==> src/rtl/adpll_pgm_master.sv <==
`default_nettype none
// ============================================================================
// adpll_pgm_master
// ----------------------------------------------------------------------------
// Programming-bus master for the ADPLL core top. Keeps a shadow copy of the
// six ADPLL programming registers and, on command, replays the changed (or
// all) entries onto the core's pgm/param_sel/pgm_value bus. Each write is a
// paced transaction: bus set up, one-cycle pgm strobe, bus held.
//
// Ports:
//   clk, clr            clock; asynchronous active-high reset
//   wr_en/wr_addr/wr_data  shadow write port (index 0 keeps bits [3:0] only)
//   go                  replay dirty entries
//   go_all              mark all six dirty and replay
//   pgm/param_sel/pgm_value  programming bus to the ADPLL top (registered)
//   busy                replay in progress
//   done                one-cycle pulse at end of replay
//   wr_err              one-cycle pulse after a write to index 6 or 7
//   dirty               per-index pending flags
// Revision: 1.0
// ============================================================================
module adpll_pgm_master #(
  parameter int SETUP_CYC = 1,
  parameter int HOLD_CYC  = 1
) (
  input  logic       clk,
  input  logic       clr,
  input  logic       wr_en,
  input  logic [2:0] wr_addr,
  input  logic [4:0] wr_data,
  input  logic       go,
  input  logic       go_all,
  output logic       pgm,
  output logic [2:0] param_sel,
  output logic [4:0] pgm_value,
  output logic       busy,
  output logic       done,
  output logic       wr_err,
  output logic [5:0] dirty
);

  localparam logic [3:0] SETUP_LAST = 4'(SETUP_CYC - 1);
  localparam logic [3:0] HOLD_LAST  = 4'(HOLD_CYC - 1);

  typedef enum logic [2:0] {
    IDLE   = 3'd0,
    SETUP  = 3'd1,
    STROBE = 3'd2,
    HOLD   = 3'd3,
    DONE   = 3'd4
  } state_t;

  state_t     state, state_nxt;
  logic [3:0] cnt, cnt_nxt;
  logic [2:0] cur, cur_nxt;
  logic       rewrite, rewrite_nxt;
  logic       load;
  logic [5:0] dirty_clr, dirty_nxt;
  logic [3:0] ndiv;
  logic [4:0] alpha, beta, dco_offset, dco_thresh, kdco;
  logic [4:0] load_val;

  logic       wr_hit;
  logic       wr_cur;
  logic [5:0] wr_mask;
  logic [5:0] go_set;
  logic [5:0] above;

  function automatic logic [2:0] lowest(input logic [5:0] v);
    lowest = 3'd0;
    for (int i = 5; i >= 0; i--) begin
      if (v[i]) lowest = 3'(i);
    end
  endfunction

  assign wr_hit  = wr_en && (wr_addr <= 3'd5);
  assign wr_cur  = wr_hit && (wr_addr == cur);
  assign wr_mask = wr_hit ? (6'b000001 << wr_addr) : 6'b000000;
  assign go_set  = dirty | (go_all ? 6'b111111 : 6'b000000);
  // Keep only indices strictly above cur. For cur=5 the shift overflows to
  // zero, the subtraction wraps to all ones and the mask correctly becomes 0.
  assign above   = dirty & ~((6'd2 << cur) - 6'd1);

  always_comb begin
    state_nxt   = state;
    cnt_nxt     = cnt;
    cur_nxt     = cur;
    rewrite_nxt = rewrite;
    load        = 1'b0;
    dirty_clr   = 6'b000000;
    case (state)
      IDLE: begin
        if (go || go_all) begin
          if (|go_set) begin
            state_nxt = SETUP;
            cur_nxt   = lowest(go_set);
            load      = 1'b1;
          end else begin
            state_nxt = DONE;
          end
        end
      end
      SETUP: begin
        if (cnt == SETUP_LAST) state_nxt = STROBE;
        else                   cnt_nxt   = cnt + 4'd1;
      end
      STROBE: begin
        state_nxt = HOLD;
        cnt_nxt   = 4'd0;
        // A write to cur since SETUP entry means the strobed value is stale.
        if (!(rewrite || wr_cur)) dirty_clr[cur] = 1'b1;
      end
      HOLD: begin
        if (cnt == HOLD_LAST) begin
          if (|above) begin
            state_nxt = SETUP;
            cur_nxt   = lowest(above);
            load      = 1'b1;
          end else begin
            state_nxt = DONE;
          end
        end else begin
          cnt_nxt = cnt + 4'd1;
        end
      end
      DONE:    state_nxt = IDLE;
      default: state_nxt = IDLE;
    endcase

    if (load) begin
      cnt_nxt     = 4'd0;
      // The bus latches the pre-write shadow on this edge, so a write landing
      // on the same edge already counts as a rewrite.
      rewrite_nxt = wr_hit && (wr_addr == cur_nxt);
    end else if ((state == SETUP || state == STROBE) && wr_cur) begin
      rewrite_nxt = 1'b1;
    end

    // Set (new write) wins over clear.
    dirty_nxt = ((dirty | ((state == IDLE && go_all) ? 6'b111111 : 6'b000000))
                 & ~dirty_clr) | wr_mask;
  end

  always_comb begin
    load_val = 5'd0;
    case (cur_nxt)
      3'd0:    load_val = {1'b0, ndiv};
      3'd1:    load_val = alpha;
      3'd2:    load_val = beta;
      3'd3:    load_val = dco_offset;
      3'd4:    load_val = dco_thresh;
      3'd5:    load_val = kdco;
      default: load_val = 5'd0;
    endcase
  end

  always_ff @(posedge clk or posedge clr) begin
    if (clr) begin
      state <= IDLE;
    end else begin
      state <= state_nxt;
    end
  end

  always_ff @(posedge clk or posedge clr) begin
    if (clr) begin
      cnt        <= 4'd0;
      cur        <= 3'd0;
      rewrite    <= 1'b0;
      dirty      <= 6'b000000;
      pgm        <= 1'b0;
      param_sel  <= 3'd0;
      pgm_value  <= 5'd0;
      busy       <= 1'b0;
      done       <= 1'b0;
      wr_err     <= 1'b0;
      ndiv       <= 4'd0;
      alpha      <= 5'd0;
      beta       <= 5'd0;
      dco_offset <= 5'd0;
      dco_thresh <= 5'd0;
      kdco       <= 5'd0;
    end else begin
      cnt     <= cnt_nxt;
      cur     <= cur_nxt;
      rewrite <= rewrite_nxt;
      dirty   <= dirty_nxt;
      pgm     <= (state_nxt == STROBE);
      busy    <= (state_nxt == SETUP) || (state_nxt == STROBE) || (state_nxt == HOLD);
      done    <= (state_nxt == DONE);
      wr_err  <= wr_en && (wr_addr > 3'd5);
      if (load) begin
        param_sel <= cur_nxt;
        pgm_value <= load_val;
      end
      if (wr_en) begin
        case (wr_addr)
          3'd0:    ndiv       <= wr_data[3:0];
          3'd1:    alpha      <= wr_data;
          3'd2:    beta       <= wr_data;
          3'd3:    dco_offset <= wr_data;
          3'd4:    dco_thresh <= wr_data;
          3'd5:    kdco       <= wr_data;
          default: ;
        endcase
      end
    end
  end

endmodule
`default_nettype wire

==> config.mk <==
export PLATFORM = sky130hd
export DESIGN_NAME = adpll_pgm_master
export DESIGN_NICKNAME = d
export VERILOG_FILES = /design/src/rtl/adpll_pgm_master.sv
export SDC_FILE = /design/constraint.sdc
export NUM_CORES = 1
export LEC_CHECK = 0
export ABC_AREA = 1
export CAP_MARGIN = 10
export CORE_MARGIN = 2
export CORE_UTILIZATION = 52
export DETAILED_ROUTE_END_ITERATION = 12
export HOLD_SLACK_MARGIN = 0.05
export MAX_ROUTING_LAYER = met4
export PLACE_DENSITY_LB_ADDON = 0.25
export SYNTH_ARGS = -nofsm -noshare
export SYNTH_HDL_FRONTEND = slang
export SYNTH_SLANG_ARGS = --single-unit
==> constraint.sdc <==
create_clock -name clk -period 1.7 [get_ports clk]
set_input_delay 0.34 -clock clk [delete_from_list [all_inputs] [get_ports clk]]
set_output_delay 0.34 -clock clk [all_outputs]
set_load 0.05 [all_outputs]
-- Yosys cells after proc, flatten, opt, wreduce, memory -nomap -nowiden
Index checks and enable logic that the tools add are counted.
- register bits after elaboration: 58
- input bits: 13
- output and inout bits: 18
- word-level logic and storage cells: 121
- add/sub/neg operators: 2
- magnitude comparators: 4
- eq/ne operators: 20
- shifts and indexed selects: 2
- mux-type cells: 41
- bitwise gates (word level): 7
- reduce and logical (&&, ||, !) cells: 28
- operators with widths (kind ; number):
    $mux 3 ; 21
    $mux 6 ; 5
    $pmux 5 s6 ; 1
    $eq 3x2->1 const B ; 8
    $or 6x6->6 ; 3
    $eq 3x3->1 const B ; 5
    $reduce_and 2->1 ; 7
    $and 6x6->6 ; 2
    $eq 3x1->1 const B ; 4
    $not 6->6 ; 2
    $pmux 3 s4 ; 1
    $reduce_or 6->1 ; 2
    $logic_not 3->1 ; 3
    $mux 4 ; 2
    $pmux 4 s2 ; 1
    $logic_and 1x1->1 ; 7
    $mux 1 ; 7
    $eq 3x3->1 ; 2
    $pmux 3 s2 ; 1
    $shl 1x3->6 const A ; 1
    $shl 2x3->6 const A ; 1
    $sub 6x1->6 const B ; 1
    $logic_or 1x1->1 ; 5
    $add 4x1->4 const B ; 1
    other kinds (11) ; 11

-- Depth between registers and ports, before layout
Gate-level depths: netlist of run 1.
- depth in word-level cells: 16
- depth in mapped cells: 20
- mapped depth without buffers: 19

-- Worst setup path before layout of run 1
No wires, ideal clock.
- path type: reg-to-reg
- start: reg dirty[4]
- end: reg pgm_value[0]
- library setup time: 0.118 ns
- arrival: 1.948 ns
- data required time: 1.582 ns
- path slack: -0.365 ns
- cell stages (with the launch flop): 17
- path buffers: 1
- period minus slack after synthesis: 2.065 ns
- cells stage by stage: dfrtp_1 -> inv_1 -> nor2_1 -> inv_1 -> nand3_1 -> nand2_1 -> a21oi_1 -> nand2_1 -> nand3_1 -> nand2_2 -> buf_4 -> nand4_1 -> nand2_1 -> nor2_1 -> nand2_1 -> nand2_1 -> nand2_1
- longest elaborated chain between the ends: 11
- elaborated cells on any way between the ends: 31
- classes of those cells: eq/ne (5); mux (21); bitwise (2); reduce/logical (3)
- RTL lines (element ; RTL line ; RTL):
    start, declared ; 39 ; output logic [5:0] dirty
    start signal, assigned ; 187 ; dirty <= dirty_nxt;
    $and 6x6->6 or $or 6x6->6 (tied branches) ; 82, 79 ;
    $mux 3 (5 in series) ; 72 ; if (v[i]) lowest = 3'(i);
    $mux 3 (on tied branches) ; 115, 94 ;
    $mux 3 (on tied branches) ; 114, 93 ;
    $pmux 3 s2 * ; 91 ; case (state)
    named net cur_nxt[0] ; 55 ; logic [2:0] cur, cur_nxt;
    $eq 3x3->1, or another cell as far along ; 146 ; case (cur_nxt)
    $pmux 5 s6 * ; 146 ;
    end signal, assigned ; 194 ; pgm_value <= load_val;
    end, declared ; 35 ; output logic [4:0] pgm_value,
Mark *: on every way through the listed nets, which the timed path passes. The rest lies on a longest branch.
A chain may end at the register's enable or synchronous reset.

-- Final worst setup path of run 1
- start: reg cur[2]
- end: reg rewrite
- longest elaborated chain between the ends: 16
- elaborated cells on any way between the ends: 26
- classes of those cells: add/sub (1); eq/ne (2); shift (1); mux (15); bitwise (2); reduce/logical (5)
- RTL lines (element ; RTL line ; RTL):
    start, declared ; 55 ;
    start signal, assigned ; 185 ; cur <= cur_nxt;
    $shl 2x3->6 ; 82 ; assign above = dirty & ~((6'd2 << cur) - 6'd1);
    $sub 6x1->6 ; 82 ;
    $not 6->6 ; 82 ;
    $and 6x6->6 ; 82 ;
    $mux 3 (6 in series) ; 72 ;
    $mux 3 ; 115 ; if (|above) begin
    $mux 3 ; 114 ; if (cnt == HOLD_LAST) begin
    $pmux 3 s2 ; 91 ;
    $eq 3x3->1 ; 134 ; rewrite_nxt = wr_hit && (wr_addr == cur_nxt);
    $logic_and 1x1->1 ; 134 ;
    $mux 1 ; 130 ; if (load) begin
    end signal, assigned ; 186 ; rewrite <= rewrite_nxt;
    end, declared ; 56 ; logic rewrite, rewrite_nxt;
Parallel ways exist; a longest one is shown, timed or not.

==> flow_results.org, run 1 <==
** Detailed routing
- Drc violations :: 0
- Vias per cell :: 5.31
- For this block, the routed nets add up to 8.97 mm of wire.
- First-pass iteration count of the detailed router :: 5
- Routed Antenna Nets :: 0
- The final route contains around 3.1k vias.
- In this run, the number of DRC markers left after iteration 0 of detailed routing was 246.
- After detailed routing, the average wire length per cell comes to around 15 um.

** Power and ir drop
- The share of total power dissipated in sequential elements is 0.211.
- Peak ir drop on the vdd network :: roughly 0.0014 V
- The completed layout was analyzed and its total power is ~0.010 W.
- Power Dens Cells :: ~2200 nW/um^2
- The internal portion of the total power is 0.00533 W.
- Summed over all cells, the static leakage comes to 2.28 nW.
- The share of total power dissipated in the clock network is 0.132.
- Of the total power, combinational logic draws 0.658.
- Power dissipated by switching net loads :: between 0.004 and 0.005 W
- Net switching share of the total power :: 0.465

** Synthesis
- FF+latch count, synth :: 58
- Counting flops with a built-in enable in the synthesized netlist gives 0.
- Yosys printed 0 warnings.
- Cell Area, Synth :: around 3200 um^2
- After technology mapping, the gate count stands at just over 400.
- Ys flop type :: dfrtp_1
- A synthesized cell averages a little under 8 um^2.
- For this run, asynchronously set or reset flops after synthesis account for 1.00.
- Count of unique library cells instantiated by Yosys :: 35
- For this run, the register share of the synthesized area comes to 0.452.
- Post-Synthesis Net Count :: ~430

** CTS
- The clock reaches the later pin of the worst-skew pair after between 0.3 and 0.4 ns.
- The root buffer cell chosen for the clock tree is clkbuf_8.
- TritonCTS created 9 clock buffers.
- Clock-pin slew of the registers on the worst-case setup and hold paths :: approximately 0.07 ns
- In this run the number of H-tree levels came out at 3.
- Counting along the longest clock path gives a buffer depth of 2.
- TritonCTS clock tree :: built
- The tree built by TritonCTS fans out to 58 sinks.

** Final layout
- The number of antenna diodes in the final layout is 0.
- With fillers left out, the area of the finished cells amounts to between 4000 and 5000 um^2.
- Leading cell type in the layout, fill and taps excluded :: nand2_1
- Share of post-route cells with drive strength above 1 :: 0.349
- In the layout the commonest cells are nand2_1, buf_4, dfrtp_1, inv_1, o21ai_0.
- At the end of the flow the core is filled with cells to 0.752.
- At the end of the flow, the number of nets in the layout was 526.
- P&R area growth vs syn :: 39.6%

** Placement
- The count of buffers added on input and output ports is 30.
- Detailed placement ended at an HPWL of between 5 and 6 mm.
- Placed cell areas :: a little under 4000 um^2
- GPL Wtd Cong :: between 0.9 and 1

** Worst setup path
- The worst setup path is launched from a flip-flop.
- The worst setup path is of the flip-flop to flip-flop kind.
- Of all nets on the critical path, the largest fanout is 5.
- Reg2reg path depth :: 14
- For the worst setup path, the data required time is just under 2 ns.
- Across all register-to-register paths, the minimum setup slack is -0.41 ns.
- Crit end category :: flip-flop
- Endpoint of the worst-slack reg-to-reg timing path :: rewrite
- Data on the critical path arrives at its endpoint at 2.39 ns.
- Worst reg2reg startpoint :: cur[2]

** Floorplanning
- Row generation in the floorplan step produced 28 rows.
- Area enclosed by the die boundary :: 6820 um^2
- Die width :: 82.6 um
- Count of boundary I/O pins :: 31
- After floorplanning, the core was sized to cover 5960 um^2.
- For this configuration, the core starts out at a cell density of 0.539.
- Chip height :: between 80 and 90 um

** Timing
- The final number of max-transition violations came to 0.
- At the pin with the least slew margin, the transition time is approximately 0.43 ns.
- Remaining max-slew budget at the tightest pin :: 0.713
- Final hold viol count :: 0
- Once routing completed, OpenROAD measured the worst setup slack at -0.406 ns.
- Highest clock frequency the design can meet :: between 400 and 500 MHz
- Crit path time final :: ~2.1 ns
- Unrepaired setup endpoints after global routing :: yes
- Setup clock skew after layout :: a little over 0.01 ns
- Final setup violation count :: 9
- Setup total negative slack on the finished layout was measured at -3.12 ns.
- Of the available clock period, the critical path in the final layout requires 1.24.

** Global routing
- The initial antenna violation count is 0.
- Overflow left after global routing :: 0
- The number of global-route vias before repair came to 2951.
- Entering global routing, the biggest net connects 27 pins.
- The first global-routing pass estimated between 10 and 15 mm of wire.
- Total global routing track utilization :: 0.271

** Run
- Max_cap viols :: 0

** Hold path
- Type of the tightest min-delay check :: input pin to async pin

** Run status
- Failing checks :: negative setup slack
- Run status :: complete, but fails checks
==> power groups by stage <==
stage          clock (W)  combinational, W  sequential [W]
3_5_place_dp           0           0.00507         0.00209
4_1_cts          0.00132           0.00558         0.00207
6_report         0.00131           0.00655         0.00210
3_3_place_gp           0           0.00495         0.00207
2_1_floorplan          0           0.00299         0.00251
5_1_grt          0.00139           0.00704         0.00214
==> Yosys cell counts (all sizes together) (4+ instances only) <==
master	instances	area (um^2)
nand2	134	543
dfrtp	58	1450
inv	51	191
nor2	38	205
o21ai	38	190
nand3	31	185
nand4	16	100
o22ai	9	56.3
buf	8	70.1
a21oi	7	50.1
clkbuf	6	22.5
nor3	4	31.3
==> critical path: stages, from the launching register on <==
cell     delay [ns]
dfrtp_2        0.45
inv_1          0.09
nand3_2        0.10
nand2_1        0.09
nor2_2         0.09
nand2_2        0.08
nand2_4        0.10
nand2_2        0.07
buf_4          0.14
a21oi_4        0.24
buf_4          0.16
buf_4          0.10
xor2_1         0.16
nand4_1        0.12
nand2_1        0.07
==> layout make-up <==
| class | instances | area (um^2) |
|---|---|---|
| multi-input cells | 292 | 1630 |
| repair buffers | 99 | 887 |
| clock buffers | 12 | 155 |
| clock inverters | 4 | 50.0 |
| well taps | 75 | 93.8 |
| fillers | 419 | 1480 |
| flip-flops and latches | 58 | 1460 |
| inverters | 51 | 200 |
==> worst max path at each step <==
stage	from	end	slack (ns)	depth (start not counted)
final	cur[2]	rewrite	-0.41	14
after global routing	cur[2]	pgm_value[0]	-0.53	16
after CTS	cur[1]	pgm_value[4]	-0.32	17
after detailed placement	go_all	pgm_value[0]	-0.71	15
after global placement	go_all	pgm_value[0]	-0.63	15
after floorplan	dirty[0]	pgm_value[0]	-0.15	17
==> routing by layer <==
layer / wire [um] / GRT usage / part of all wire / up-vias
met3: 409 / 0.0467 / 0.046 / 21
li1: - / - / - / 1529
met5: 0 / - / 0 / -
met4: 228 / 0.0852 / 0.025 / 0
met1: 3650 / 0.335 / 0.41 / 1500
met2: 4690 / 0.453 / 0.52 / 91
==> per-stage QoR <==
stage | setup slack [ns] | hold slack, ns | std cells
6_report | -0.406 | 0.280 | 591
5_1_grt | -0.526 | 0.314 | 591
2_1_floorplan | -0.147 | 0.433 | 413
3_5_place_dp | -0.710 | 0.471 | 554
4_1_cts | -0.320 | 0.283 | 579
3_3_place_gp | -0.634 | 0.467 | 554
==> cell families (layout without fill, tap and decap cells) <==
logic type	count (synthesis)	count (layout)	share of synthesized area
and+or+nand+nor	226	228	0.338
buffers and inverters	65	166	0.0885
DFF	58	58	0.452
AOI/OAI and AO/OA	57	57	0.0998
xor gates and xnor gates	5	5	0.0136
adders and majority gates	2	2	0.00780
==> timing repair <==
action                                 4_1_cts  5_1_grt
cloned                                       0        3
setup endpoints to repair                   15       17
endpoints found under the hold margin        0        0
hold buffers                                 0        0
pin swaps                                    8       14
setup buffers                                9       11
resized for setup                           27       25
==> flip-flops by register name, summed over array words and instances, names as in the netlist <==
| register | flops |
|---|---|
| done | 1 |
| wr_err | 1 |
| kdco | 5 |
| ndiv | 4 |
| pgm | 1 |
| alpha | 5 |
| beta | 5 |
| state | 3 |
| pgm_value | 5 |
| cnt | 4 |
| cur | 3 |
| param_sel | 3 |
| busy | 1 |
| rewrite | 1 |
| dirty | 6 |
| dco_offset | 5 |
| dco_thresh | 5 |
(Power assumes the default switching activity.)
==> run 2: changes to the inputs <==
--- a/config.mk
+++ b/config.mk
@@ -7,8 +7,10 @@
 export LEC_CHECK = 0
 export ABC_AREA = 1
 export CAP_MARGIN = 10
+export CELL_PAD_IN_SITES_DETAIL_PLACEMENT = 0
+export CELL_PAD_IN_SITES_GLOBAL_PLACEMENT = 1
 export CORE_MARGIN = 2
-export CORE_UTILIZATION = 52
+export CORE_UTILIZATION = 38
 export DETAILED_ROUTE_END_ITERATION = 12
 export HOLD_SLACK_MARGIN = 0.05
 export MAX_ROUTING_LAYER = met4
==> flow_results.org, run 2 (synthesized netlist as in run 1, its figures left out) <==
** Final layout
- Post-layout utilization of the core :: 0.568
- P&R area growth vs syn :: 45.5%
- Biggest register :: dirty
- Post-layout net count :: 530
- Summing all non-filler instances in the final layout gives an area of about 4700 um^2.
- Leaving out fill and tap cells, the most frequent cells in the layout are nand2_1, buf_4, dfrtp_1, inv_1, o21ai_0.
- Flip-flop count of the largest register, all copies and words added :: 6
- Diode count :: 0
- Share of post-route cells with drive strength above 1 :: 0.367
- Non-filler cells in the finished layout :: between 600 and 700
- Leading cell type in the layout, fill and taps excluded :: nand2_1

** Run
- Across the run, the number of max-cap violations was 0.

** CTS
- Clock-pin slew of the registers on the worst-case setup and hold paths :: 0.08 ns
- TritonCTS clock tree :: built
- Max H-tree Level :: 3
- Clock latency on the worst-skew pair, taken at its later pin, is 0.34 ns.
- The cell sitting at the root of the clock tree is a clkbuf_8.
- Hold repair after CTS inserted 0 buffers.
- Clock Sink Count :: 58
- TritonCTS created 9 clock buffers.
- Max Buffers Root-to-Sink :: 2

** Run status
- The checks that failed: negative setup slack.
- Run status :: complete, but fails checks

** Global routing
- For met2 alone, demand over resource in global routing was 0.360.
- Via count of the first global-routing pass :: between 3k and 4k
- For this run, the total global-route usage over all layers was measured as 0.217.
- Maximum number of pins on one net before global-route repair :: 59
- In the global route stage, met1 resource usage came out at 0.265.
- Global-route met3 utilization :: 0.0376
- The initial antenna violation count was 0.
- Overflow left after global routing :: 0
- Global-route wire length before repair :: about 15 mm
- Busiest layer in global routing :: met2

** Worst setup path
- Crit end category :: flip-flop
- The worst setup path is launched from a flip-flop.
- Delay contributed by the slowest stage of the critical path :: 0.47 ns
- Slowest cell on crit path :: dfrtp_2
- Data on the critical path is required at its endpoint by 1.94 ns.
- The kind of cell with the highest combined delay along the critical path is simple AND/OR/NAND/NOR gates.
- WP buf/inv :: 2
- Critical path fanouts, max :: 8
- Critical-path cell list :: nor2_4 -> inv_2 -> nor2_4 -> nor2_2 -> nand2_2 -> nand2_4 -> nand2_2 -> nand2_2 -> nor2_4 -> nor2_8 -> buf_8 -> nand4_1 -> nand2_1 -> nor2_2 -> nand2_1 -> nand2_1 -> nand2_1
- Setup slack of the worst register-to-register path :: -0.42 ns
- The critical path is of the flip-flop to flip-flop type.
- Data arrival time of the critical path :: 2.36 ns
- The cell that appears most often on the critical path is nand2_1.

** Detailed routing
- The first TritonRoute pass finished after 4 iterations.
- In the final routed layout, each cell accounts on average for about 15 um.
- Drc violations :: 0
- The detailed router finished its first iteration with just over 200 violations.
- For this block, the via count after detailed routing is between 3k and 4k.
- After detailed routing, the number of vias per cell comes to between 4 and 5.
- Once detail routing completed, the nets flagged for antenna violations numbered 0.
- Total wirelength of the detailed-routed design :: 9.11 mm

** Placement
- Port Buf Inserts :: 30
- GPL Wtd Cong :: 0.921
- Post-detailed-placement half-perimeter wirelength :: about 6.1 mm
- Counting tap cells, the placed design contains a total of 591 instances.
- Placed cell areas :: between 4000 and 5000 um^2

** Power and ir drop
- Reported leakage power :: 2.35 nW
- VDD sags by at most approximately 0.00083 V.
- Net switching share of the total power :: 0.457
- The share of total power dissipated in the clock network is 0.148.
- The share of total power dissipated in combinational logic is 0.653.
- Internal power summed over all cells :: around 0.0057 W
- For this design the total switching power over the nets is 0.00483 W.
- Power Dens Cells :: around 2300 nW/um^2
- Flop pwr share :: 0.199

** Timing
- Setup violations remaining at the end of the flow were counted as 11.
- Crit path time final :: between 2 and 2.5 ns
- Highest clock frequency the design can meet :: between 400 and 500 MHz
- After layout, the worst setup slack is -0.425 ns.
- At the pin with the least slew margin, the transition time is 0.345 ns.
- Clock skew on the completed layout was measured at roughly 0.012 ns.
- The final number of max-transition violations came to 0.
- Measured against its own limit, the worst slew margin works out to 0.769.
- Tcrit/Tclk final :: 1.25
- The number of failing hold endpoints at the final stage came to 0.
- Setup repair after global routing could not meet its margin everywhere.

** Floorplanning
- The die is around 96 um tall.
- Count of boundary I/O pins :: 31
- Row generation in the floorplan step produced 33 rows.
- Initial core utilization :: 0.391
- Floorplan Core Area :: 8220 um^2
- Die width :: 95.9 um
- The die covers 9200 um^2.

** Hold path
- In this run the worst hold path is classified as input pin to async pin.
[run 2: changes by cell type in the layout (fill, tap and decap cells not counted), moves of 3 or more]
cell	before	now
nand3_4	3	6
nor2_2	8	5
buf_6	3	9
nand2_2	15	23
nand2_1	115	107
buf_12	6	10
buf_4	76	70
[run 2: worst paths after layout]
path	to	cells past startpoint	startpoint
max in group asynchronous	dirty[0]	3	clr
hold / removal	alpha[2]	3	clr
min in group clk	pgm_value[0]	2	pgm_value[0]
hold reg to reg	pgm_value[0]	2	pgm_value[0]
setup / recovery	pgm_value[3]	17	cur[2]
setup reg to reg	pgm_value[3]	17	cur[2]
[run 2: per-stage QoR]
step | worst slack (ns) | setup TNS, ns | total power, W | hold slack, ns
floorplan | -0.147 | -0.768 | 0.00549 | 0.433
global placement | -0.692 | -8.84 | 0.00728 | 0.468
detailed placement | -0.723 | -9.64 | 0.00731 | 0.472
CTS | -0.316 | -2.43 | 0.0100 | 0.442
global route | -0.576 | -4.48 | 0.0112 | 0.465
finish | -0.425 | -2.99 | 0.0106 | 0.424
[run 2: layer usage]
layer  vias to the layer above  part of all wire
met4                         0             0.012
met3                        10             0.045
li1                       1545                 -
met5                         -                 0
met2                        71              0.52
met1                      1491              0.43
[run 2: worst min-delay path, delay by kind of cell]
family                 cells  cell delay [ns]
buffers and inverters      3             0.80
[run 2: layout make-up]
cell class	instances	area (um^2)
Tap cell	105	131
Multi-Input combinational cell	293	1670
Sequential cell	58	1460
Clock inverter	7	116
Fill cell	758	3550
Timing Repair Buffer	102	965
Clock buffer	9	124
Inverter	51	198
[run 2: power groups by stage]
stage / clock network [W] / logic [W] / registers (W)
global placement: 0 / 0.00518 / 0.00210
floorplan: 0 / 0.00299 / 0.00251
global route: 0.00165 / 0.00739 / 0.00216
detailed placement: 0 / 0.00520 / 0.00211
finish: 0.00157 / 0.00690 / 0.00211
CTS: 0.00159 / 0.00633 / 0.00210
[run 2: repair_timing]
| action | 4_1_cts | 5_1_grt |
|---|---|---|
| endpoints found under the setup margin | 15 | 17 |
| resized for setup | 36 | 30 |
| cloned | 1 | 3 |
| pin swaps | 14 | 29 |
| hold endpoints to repair | 0 | 0 |
| setup buffers | 11 | 4 |
